<file path="config.mk">
export PLATFORM = sky130hd
export DESIGN_NAME = load_store_ctrl
export DESIGN_NICKNAME = d
export VERILOG_FILES = /design/src/rtl/load_store_ctrl.sv
export SDC_FILE = /design/constraint.sdc
export NUM_CORES = 1
export LEC_CHECK = 0
export BUFFER_PORTS_ARGS = -buffer_cell sky130_fd_sc_hd__buf_2
export CORE_ASPECT_RATIO = 0.5
export CORE_MARGIN = 2
export CORE_UTILIZATION = 50
export CTS_BUF_LIST = sky130_fd_sc_hd__clkbuf_8
export CTS_CLUSTER_DIAMETER = 60
export DETAILED_ROUTE_END_ITERATION = 6
export GPL_ROUTABILITY_DRIVEN = 1
export PLACE_DENSITY = 0.76
export SYNTH_ARGS = -nofsm -noshare
export SYNTH_HDL_FRONTEND = slang
export SYNTH_SLANG_ARGS = --single-unit
export TNS_END_PERCENT = 100
</file>
<file path="constraint.sdc">
create_clock -name clk -period 6.4 [get_ports clk]
set_input_delay 0.64 -clock clk [delete_from_list [all_inputs] [get_ports clk]]
set_output_delay 0.64 -clock clk [all_outputs]
set_load 0.05 [all_outputs]
</file>
<file path="src/rtl/load_store_ctrl.sv">
// rtl/load_store_ctrl.sv - RV32I load/store sequencer for the data-memory port
//
// Accepts one load/store at a time and turns it into one or two word-aligned
// memory beats with byte strobes. Word-crossing accesses are split.
// Ports:
//   clk, rst                       clock, asynchronous active-high reset
//   req_valid/req_ready            request handshake (ready only in IDLE)
//   req_we, req_funct3, req_addr,  request: store flag, size code, byte address,
//   req_wdata                      right-justified store data
//   rsp_valid, rsp_rdata, rsp_err  one-cycle completion pulse with extended load
//                                  data and illegal-size flag
//   mem_valid/mem_ready            memory beat handshake
//   mem_we, mem_addr, mem_wstrb,   beat command (zero outside beats)
//   mem_wdata
//   mem_rdata                      read word, valid in the handshake cycle
module load_store_ctrl (
    input  logic        clk,
    input  logic        rst,
    input  logic        req_valid,
    output logic        req_ready,
    input  logic        req_we,
    input  logic [2:0]  req_funct3,
    input  logic [31:0] req_addr,
    input  logic [31:0] req_wdata,
    output logic        rsp_valid,
    output logic [31:0] rsp_rdata,
    output logic        rsp_err,
    output logic        mem_valid,
    input  logic        mem_ready,
    output logic        mem_we,
    output logic [31:0] mem_addr,
    output logic [3:0]  mem_wstrb,
    output logic [31:0] mem_wdata,
    input  logic [31:0] mem_rdata
);

    typedef enum logic [1:0] {
        S_IDLE  = 2'd0,
        S_BEAT0 = 2'd1,
        S_BEAT1 = 2'd2,
        S_RESP  = 2'd3
    } state_t;

    state_t      state_q, state_d;
    logic        we_q, we_d;
    logic [2:0]  funct3_q, funct3_d;
    logic [31:0] addr_q, addr_d;
    logic [31:0] wdata_q, wdata_d;
    logic [31:0] w0_q, w0_d;
    logic        rsp_valid_q, rsp_valid_d;
    logic [31:0] rsp_rdata_q, rsp_rdata_d;
    logic        rsp_err_q, rsp_err_d;

    logic        req_legal;
    logic [3:0]  size_m;
    logic [7:0]  sm;
    logic        split;
    logic [31:0] beat0_addr;
    logic [31:0] beat1_addr;
    logic [63:0] wdata_dbl;
    logic [31:0] wdata_rot;
    logic [31:0] asm_lo;
    logic [31:0] asm_hi;
    logic [63:0] asm_pair;
    logic [31:0] x;
    logic [31:0] load_data;
    logic        in_beat;

    // Legality is judged on the live request so an illegal code can skip
    // straight to RESP without touching memory.
    always_comb begin
        req_legal = 1'b0;
        if (req_we) begin
            req_legal = (req_funct3 == 3'b000) || (req_funct3 == 3'b001) ||
                        (req_funct3 == 3'b010);
        end else begin
            req_legal = (req_funct3 == 3'b000) || (req_funct3 == 3'b001) ||
                        (req_funct3 == 3'b010) || (req_funct3 == 3'b100) ||
                        (req_funct3 == 3'b101);
        end
    end

    always_comb begin
        case (funct3_q[1:0])
            2'b00:   size_m = 4'b0001;
            2'b01:   size_m = 4'b0011;
            default: size_m = 4'b1111;
        endcase
    end

    // Bytes that spill into sm[7:4] belong to the next word.
    assign sm         = {4'b0000, size_m} << addr_q[1:0];
    assign split      = |sm[7:4];
    assign beat0_addr = {addr_q[31:2], 2'b00};
    assign beat1_addr = beat0_addr + 32'd4;

    // Rotate left by 8*off: same word on both beats, strobes pick the lanes.
    assign wdata_dbl  = {wdata_q, wdata_q} << {addr_q[1:0], 3'b000};
    assign wdata_rot  = wdata_dbl[63:32];

    // The final read beat feeds the extractor directly so the response can be
    // registered on the same edge as the last handshake.
    always_comb begin
        if (state_q == S_BEAT1) begin
            asm_lo = w0_q;
            asm_hi = mem_rdata;
        end else begin
            asm_lo = mem_rdata;
            asm_hi = 32'd0;
        end
    end

    assign asm_pair = {asm_hi, asm_lo} >> {addr_q[1:0], 3'b000};
    assign x        = asm_pair[31:0];

    always_comb begin
        case (funct3_q)
            3'b000:  load_data = {{24{x[7]}}, x[7:0]};
            3'b001:  load_data = {{16{x[15]}}, x[15:0]};
            3'b100:  load_data = {24'd0, x[7:0]};
            3'b101:  load_data = {16'd0, x[15:0]};
            default: load_data = x;
        endcase
    end

    always_comb begin
        state_d     = state_q;
        we_d        = we_q;
        funct3_d    = funct3_q;
        addr_d      = addr_q;
        wdata_d     = wdata_q;
        w0_d        = w0_q;
        rsp_valid_d = 1'b0;
        rsp_rdata_d = 32'd0;
        rsp_err_d   = 1'b0;
        case (state_q)
            S_IDLE: begin
                if (req_valid) begin
                    we_d     = req_we;
                    funct3_d = req_funct3;
                    addr_d   = req_addr;
                    wdata_d  = req_wdata;
                    if (req_legal) begin
                        state_d = S_BEAT0;
                    end else begin
                        state_d     = S_RESP;
                        rsp_valid_d = 1'b1;
                        rsp_err_d   = 1'b1;
                    end
                end
            end
            S_BEAT0: begin
                if (mem_ready) begin
                    w0_d = mem_rdata;
                    if (split) begin
                        state_d = S_BEAT1;
                    end else begin
                        state_d     = S_RESP;
                        rsp_valid_d = 1'b1;
                        rsp_rdata_d = we_q ? 32'd0 : load_data;
                    end
                end
            end
            S_BEAT1: begin
                if (mem_ready) begin
                    state_d     = S_RESP;
                    rsp_valid_d = 1'b1;
                    rsp_rdata_d = we_q ? 32'd0 : load_data;
                end
            end
            default: begin
                state_d = S_IDLE;
            end
        endcase
    end

    always_ff @(posedge clk or posedge rst) begin
        if (rst) begin
            state_q     <= S_IDLE;
            we_q        <= 1'b0;
            funct3_q    <= 3'd0;
            addr_q      <= 32'd0;
            wdata_q     <= 32'd0;
            w0_q        <= 32'd0;
            rsp_valid_q <= 1'b0;
            rsp_rdata_q <= 32'd0;
            rsp_err_q   <= 1'b0;
        end else begin
            state_q     <= state_d;
            we_q        <= we_d;
            funct3_q    <= funct3_d;
            addr_q      <= addr_d;
            wdata_q     <= wdata_d;
            w0_q        <= w0_d;
            rsp_valid_q <= rsp_valid_d;
            rsp_rdata_q <= rsp_rdata_d;
            rsp_err_q   <= rsp_err_d;
        end
    end

    // Beat outputs decode only registered state and latched fields, so they
    // stay stable through wait states and drop with the asynchronous reset.
    assign in_beat   = (state_q == S_BEAT0) || (state_q == S_BEAT1);
    assign req_ready = (state_q == S_IDLE);
    assign mem_valid = in_beat;
    assign mem_we    = in_beat && we_q;
    assign mem_addr  = (state_q == S_BEAT0) ? beat0_addr :
                       (state_q == S_BEAT1) ? beat1_addr : 32'd0;
    assign mem_wstrb = !we_q                 ? 4'd0    :
                       (state_q == S_BEAT0) ? sm[3:0] :
                       (state_q == S_BEAT1) ? sm[7:4] : 4'd0;
    assign mem_wdata = in_beat ? wdata_rot : 32'd0;

    assign rsp_valid = rsp_valid_q;
    assign rsp_rdata = rsp_rdata_q;
    assign rsp_err   = rsp_err_q;

endmodule

</file>
; After elaboration in Yosys (flattened, before gate mapping)
; Cells that the tools add are included.
[word_totals]
ff_bits = 136
latch_bits = 0
ramBits = 0
rom_bits = 0
in_bits = 104
out_inout_bits = 105
n_memories = 0
[classes]
add_sub_neg = 1
mul = 0
div = 0
order_cmp = 0
eq_ne = 13
shifts = 3
n_mux = 29
n_bitwise = 0
reduce_logical = 14
[op_table]
columns = op, count
row1 = two-way mux 32 bit, 9
row2 = one-hot mux 32 bit (4 select lines), 1
row3 = one-hot mux 32 bit (2 select lines), 1
row4 = left shift 64 x 5 -> 64 bit, 1
row5 = >> shifter 64 x 5 -> 32 bit, 1
row6 = adder 32 x 3 -> 32 bit (second input constant), 1
row7 = == test 3 bit (second input constant), 4
row8 = two-way mux 4 bit, 3
row9 = two-way mux 1 bit, 8
row10 = two-way mux 2 bit, 4
row11 = one-hot mux 4 bit (2 select lines), 1
row12 = left shift 4 x 2 -> 8 bit, 1
row13 = == test 3 x 1 -> 1 bit (second input constant), 2
row14 = zero test 3 bit, 2
row15 = inequality test 2 bit (second input constant), 3
row16 = one-hot mux 2 bit (3 select lines), 1
row17 = logical OR 1 bit, 5
row18 = == test 2 x 1 -> 1 bit (second input constant), 2
row19 = zero test 2 bit, 2
row20 = AND reduction 2 bit, 2
row21 = OR reduction 4 bit, 1
row22 = == test 3 x 2 -> 1 bit (second input constant), 1
row23 = one-hot mux 1 bit (3 select lines), 1
row24 = AND reduction 3 bit, 1
row25 = 2 further kinds, 2

; Depth between registers and ports, before layout
; Gate-level depths: netlist of run 1.
[depth]
word_depth = 9
ltp_mapped = 8
ltp_nobuf = 6

; Worst setup path after synthesis of run 1
; Ideal clock, no wire load.
[synth_path]
kind = register to output
start = register addr_q[0]
end = output port mem_wstrb[2]
arrival_time_ns = 2.753
required_time_ns = 5.760
setup_slack_ns = 3.007
stages_incl_launch_ff = 7
n_path_buf = 4
cell_sequence = dfrtp_1 clkbuf_1 buf_2 clkbuf_1 clkbuf_1 o21ai_0 a21boi_0
[synth_via]
elab_chain_len = 4
[synth_lines]
columns = element, line
row1 = from (decl), 47  ; logic [31:0] addr_q, addr_d;
row2 = from (signal assigned), 192  ; addr_q <= addr_d;
row3 = left shift 4 x 2 -> 8 bit *, 92  ; assign sm = {4'b0000, size_m} << addr_q[1:0];
row4 = two-way mux 4 bit, 211  ; (state_q == S_BEAT1) ? sm[7:4] : 4'd0;
row5 = two-way mux 4 bit *, 210  ; (state_q == S_BEAT0) ? sm[3:0] :
row6 = two-way mux 4 bit *, 209  ; assign mem_wstrb = !we_q ? 4'd0 :
row7 = to (decl), 32  ; output logic [3:0] mem_wstrb,
; Mark *: on every way between the ends. The rest lies on a longest branch, timed or not.

; Worst setup path in the final report of run 1
[layout_path]
start = register state_q[1]
end = output port mem_addr[19]
[layout_via]
elab_chain_len = 3
[layout_lines]
columns = element, line
row1 = from (decl), 44  ; state_t state_q, state_d;
row2 = from (signal assigned), 189  ; state_q <= state_d;
row3 = == test 2 bit, 208  ; (state_q == S_BEAT1) ? beat1_addr : 32'd0;
row4 = two-way mux 32 bit, 208
row5 = two-way mux 32 bit *, 207  ; assign mem_addr = (state_q == S_BEAT0) ? beat0_addr :
row6 = to (decl), 31  ; output logic [31:0] mem_addr,
; Marks and branches as above.

==> results of run 1 <==
-- cell usage in the layout, fill, tap and decap left out, types with 3 or more instances in the layout --
| cell | synthesis | layout |
|---|---|---|
| a211oi_1 | 17 | 17 |
| a21oi_1 | 50 | 50 |
| a22oi_1 | 13 | 13 |
| and2_1 | 36 | 36 |
| and3_1 | 4 | 4 |
| buf_2 | 13 | 206 |
| buf_4 | 2 | 8 |
| clkbuf_8 | 0 | 17 |
| clkinv_4 | 0 | 3 |
| dfrtp_1 | 136 | 134 |
| ha_1 | 6 | 5 |
| inv_1 | 10 | 10 |
| inv_6 | 0 | 7 |
| mux2_2 | 108 | 108 |
| mux2i_1 | 49 | 49 |
| mux4_2 | 32 | 32 |
| nand2_1 | 45 | 44 |
| nand2b_1 | 3 | 3 |
| nand3_1 | 27 | 27 |
| nand4_1 | 7 | 7 |
| nor2_1 | 19 | 19 |
| nor2b_1 | 5 | 5 |
| nor3_1 | 4 | 4 |
| o211ai_1 | 11 | 11 |
| o21ai_0 | 40 | 40 |
| o31ai_1 | 13 | 13 |
| or3_1 | 7 | 7 |
| or4_1 | 12 | 12 |
| xnor2_1 | 4 | 4 |
| xor2_1 | 4 | 4 |
-- final timing paths --
check,start,endpoint,slack (ps),cells past startpoint
min reg2reg,w0_q[28],w0_q[28],510,1
max reg2reg,addr_q[0],rsp_rdata[16],2780,5
min,rst,rsp_err,330,2
min in group clk,req_wdata[22],wdata_q[22],430,2
max in group asynchronous,rst,addr_q[0],4810,3
max,state_q[1],mem_addr[19],2560,7
-- routing by layer --
layer	track usage, %	wire, um
met1	32.76	9156
met2	39.88	10120
met3	4.186	1160
met4	9.193	407
met5	0	0
-- sequential cells by signal, indices dropped and copies added (netlist names) --
register,count
addr_q,32
we_q,1
wdata_q,32
rsp_rdata,32
funct3_q,3
rsp_valid,1
w0_q,32
rsp_err,1
state_q,2
-- Yosys cell counts (15+ instances only) --
| library cell | instances |
|---|---|
| mux2_2 | 108 |
| dfrtp_1 | 136 |
| mux2i_1 | 49 |
| clkbuf_1 | 28 |
| mux4_2 | 32 |
| nand2_1 | 45 |
| o21ai_0 | 40 |
| a211oi_1 | 17 |
| nand3_1 | 27 |
| buf_1 | 15 |
| nor2_1 | 19 |
| and2_1 | 36 |
| a21oi_1 | 50 |
-- cells by family (layout without fill, tap and decap cells) --
family                     after synthesis  in the layout
and+or+nand+nor                        180            180
xor gates and xnor gates                 8              8
DFF                                    136            136
buffers and inverters                   70            257
adders and majority gates                6              6
other                                    1              4
muxes                                  189            189
AOI/OAI and AO/OA                      152            152
-- per-stage QoR --
stage	hold WS, ps	worst slack, ps	std cells	area, um2	util [%]
floorplan	473.7	2121	743	8160	-
global placement	483.2	3082	1119	9290	59.19
detailed placement	487.5	2881	1119	9290	59.19
global route	385.5	2394	1153	9666	61.58
finish	329.7	2560	1153	9666	61.58
CTS	348.0	2572	1151	9661	61.55
-- final cells by class --
cell class	instances	area, um2
Tap cell	221	276.5
Multi-Input combinational cell	537	4468
Antenna cell	2	5.005
Clock buffer	17	234.0
Clock inverter	15	136.4
Fill cell	1325	6030
Timing Repair Buffer	214	1091
Sequential cell	136	3408
Inverter	11	46.29
-- worst max-delay path, cell delays in order (launching register included) --
cell and delay, ps:
dfrtp_1 420, inv_1 80, ha_1 380, nand4b_1 410, or4_1 650, or3_1 350, a21oi_1 180, buf_2 290
==> results.toml, run 1 <==
[outcome]
status = "finished clean"

[sta]
slew_headroom_pct = 29.53
tns_ps = 0
setup_viol = 0
maxSlewViolCount = 0
worst_slew_pin_slew_ps = 1057
min_period_over_period_pct = 59.99
period_needed_ps = 3840
timing.fmax_mhz = 260.5
skew_ps = 13.73
rsz0062_at_grt = "no"
hold_viol = 0

[die]
start_util_pct = 51.97
die_h_um = 94.32
dieArea_um2 = 17410
core_um2 = 15700
rows = 32
die_w_um = 184.6
ioPinCount = 209

[yosys]
synth_top_area_cell = "dfrtp_1"
synth_flop_cell = "dfrtp_1"
synth-seq-area-share_pct = 41.72
synthTopCellsByArea = "dfrtp_1 (42%), mux2_2 (15%), mux4_2 (8.8%)"
ys_ff_latch = 136
synth_top_area_share_pct = 41.72
synth_compound_gate_area_share_pct = 11.24
synthMuxAreaShare_pct = 29.76
synth_cell_types = 47
syn_area_um2 = 8157
synth.yosys.warnings = 0
synthAdderAreaFrac_pct = 0.9204
syn-mean-instance-area_um2 = 10.99
synth_xor_area_share_pct = 0.8590
synth-edff-count = 0
synthSimpleGateAreaFrac_pct = 11.84
synthArstFlopShare_pct = 100.0
syn_inst = 742
synth_top_family_by_area = "multiplexers"

[clock_network]
clockBufferDepth = 2
cts_root_buf = "clkbuf_8"
insertion_delay_ps = 440
postCtsSetupRepairBufs = 0
cts_buffers = 17
post_cts_resized = 0
cts_max_level = 4
cts_hold_buf = 0
clk_pin_slew_ps = 100
tritoncts = "done"
cts_sinks = 136

[setup_path]
crit_type = "flip-flop to output port"
crit_fanout = 20
arrival_ps = 3200
start_kind = "flip-flop"
crit_path_end_kind = "output port"
required_ps = 5760

[route]
drtAntennaViolNets = 0
viasPerCell = 5.863
drtIter0Drc = 400
routedWlPerCell_um = 18.08
vias = 6760
drcViolationCount = 0
wl_um = 20850
dr.pass1.iters = 5

[global_route]
grt_pass1_wl_um = 33110
antenna_found_initial = 2
grt_max_degree = 82
grt_usage_pct = 24.31
grt-ovfl-total = 0
grt_pass1_vias = 6588

[placed_design]
dp_hpwl_um = 14340
portBuffers = 206
place_congestion = 0.8533

[hold_path]
holdCritPathClass = "primary input to async pin"

[layout]
drive_gt1_share_pct = 42.37
area_growth_pct = 18.50
fin_nets = 1027

[flow_run]
maxCapViolCount = 0
Power of run 1 is left out: the tool's default activity adds up to more than one toggle a clock period on the data nets, which glitch-free logic cannot reach.
==> run 2: changes to the inputs <==
ABC_AREA = 1   (was not set)
PLACE_DENSITY = 0.79   (was 0.76)
clock period = 3.4 ns   (was 6.4 ns; I/O delays follow)
==> run 2 against run 1 <==
Against the previous run:
- via count grew 23%
- sequential share of layout area shrank 0.39 points
- largest cell class unchanged
- worst setup slack lost 2100 ps
- register-to-register slack lost 1800 ps
- global-route usage grew 4.0 points
- core utilization grew 0.78 points
- wire length grew 15%
- non-clock buffer count grew 8
- die area is essentially flat
- area after synthesis is essentially flat
- final cell count grew 37%
- first-iteration DRC count grew 48%
==> results.toml, run 2 <==
[outcome]
status = "finished clean"

[yosys]
synthTopCellsByArea = "dfrtp_1 (42%), nand2_1 (12%), o21ai_0 (9.3%)"
synth_top_area_cell = "dfrtp_1"
synth-seq-area-share_pct = 41.76
ys_ff_latch = 136
synthTopCellsByCount = "nand2_1 (267), nor2_1 (195), o21ai_0 (151)"
synth-edff-count = 0
synth_cell_types = 38
synth_flop_cell = "dfrtp_1"
syn_inst = 1165
synth_top_area_share_pct = 41.76
synthArstFlopShare_pct = 100.0
synth.yosys.warnings = 0
syn-mean-instance-area_um2 = 6.995
yosysMostFrequentCell = "nand2_1"
syn_area_um2 = 8149

[route]
wl_met3_um = 1323
drtAntennaViolNets = 0
drcViolationCount = 0
viasPerCell = 5.267
drtIter0Drc = 591
dr_wl_met2_um = 11220
dr.max_layer_used = "met4"
wirelength_met1_um = 10610
vias = 8291
routedWlPerCell_um = 15.17
dr.pass1.iters = 5
wl_um = 23880

[setup_path]
arrival_ps = 2650
worstRegToRegCells = 11
timing.rr.start = "state_q[0]"
cpMaxStageDelayCell = "dfrtp_1"
crit_path_end_kind = "output port"
crit_path_end = "mem_addr[5]"
max_stage_delay_ps = 400
timing.rr.end = "rsp_rdata[22]"
reg2reg_setup_slack_ps = 940
crit_fanout = 12
crit_chain = "inv_1 > ha_1 > nor2_1 > inv_1 > buf_4 > o21ai_0 > a21oi_1 > buf_2"
start_kind = "flip-flop"
crit_start = "state_q[0]"
crit_path_frequent_cell = "inv_1"
crit_type = "flip-flop to output port"
required_ps = 3060

[sta]
timing.fmax_mhz = 334.9
min_period_over_period_pct = 87.81
rsz0062_at_grt = "no"
tns_ps = 0
period_needed_ps = 2986
hold_viol = 0
maxSlewViolCount = 0
worst_slew_pin_slew_ps = 939.0
setup_viol = 0
skew_ps = 14.37
slew_headroom_pct = 37.27

[layout]
final-instance-count-excl-fill = 1574
fill_cells = 1484
multi_input_area_um2 = 4023
regArea_um2 = 3405
layout_commonest_cell = "nand2_1"
layout_common_cells = "nand2_1 (266), buf_2 (206), nor2_1 (195), o21ai_0 (151), dfrtp_1 (135)"
fin_nets = 1450
drive_gt1_share_pct = 22.34
stdcell_area_um2 = 9763
area_growth_pct = 19.81

[clock_network]
clk_pin_slew_ps = 90
insertion_delay_ps = 460
post_cts_resized = 0
cts_buffers = 17
cts_hold_buf = 0
cts_max_level = 4
cts_root_buf = "clkbuf_8"
clockBufferDepth = 2
postCtsSetupRepairBufs = 0
tritoncts = "done"
cts_sinks = 136

[placed_design]
portBuffers = 206
postPlaceCellArea_um2 = 9300
dpl.cell_count = 1542
place_congestion = 0.9561
dp_hpwl_um = 17680

[die]
ioPinCount = 209
die_h_um = 94.27
core_um2 = 15660
dieArea_um2 = 17400
die_w_um = 184.5
start_util_pct = 52.05
rows = 32

[global_route]
antenna_found_initial = 1
grt-ovfl-total = 0
grt_pass1_wl_um = 38850
grt_usage_pct = 28.33
grt_max_degree = 96
grt_pass1_vias = 7968

[flow_run]
maxCapViolCount = 0

[hold_path]
holdCritPathClass = "primary input to async pin"
## run 2: layout make-up
cell class | count | area share, %
timing repair buffer | 222 | 12.05
multi-input combinational | 852 | 41.20
inverter | 111 | 4.306
clock inverter | 12 | 2.038
sequential | 136 | 34.87
clock buffer | 19 | 2.678
tap | 221 | 2.832
antenna | 1 | 0.02563
## run 2: worst min path at each step
stage,cells after the start,endpoint,slack [ps]
6_report,2,w0_q[26],70
5_1_grt,2,addr_q[26],100
4_1_cts,2,w0_q[26],90
3_5_place_dp,2,w0_q[2],480
3_3_place_gp,2,w0_q[24],460
2_1_floorplan,2,w0_q[24],450
## run 2: routing by layer
layer,track usage (%),vias to the layer above
met5,0,-
li1,-,4087
met1,36.40,3857
met2,47.71,292
met4,11.53,0
met3,5.000,55
## run 2: cells by family after synthesis
family,share of synthesized area (%)
flops,41.76
buf+inv,9.013
mux,3.132
fa+ha+maj,0.9212
simple gates,26.70
other cells,0.04602
compound gates,18.42
## run 2: worst max-delay path, delay by kind of cell, from the launching register on
family,cells,cell delay [ps]
AO/OA/AOI/OAI,2,280
flip-flops,1,400
buffers and inverters,4,980
adder cells (fa/ha/maj),1,330
AND/OR/NAND/NOR,1,190
## run 2: per-stage QoR
step | hold WS, ps | util [%] | worst slack [ps]
4_1_cts | 87.40 | 62.35 | 439.2
3_3_place_gp | 464.0 | 59.41 | 1059
6_report | 68.04 | 62.36 | 414.4
2_1_floorplan | 447.9 | - | 649.8
5_1_grt | 97.13 | 62.36 | 170.6
3_5_place_dp | 476.8 | 59.41 | 937.5
Power of run 2 is left out for the same reason.
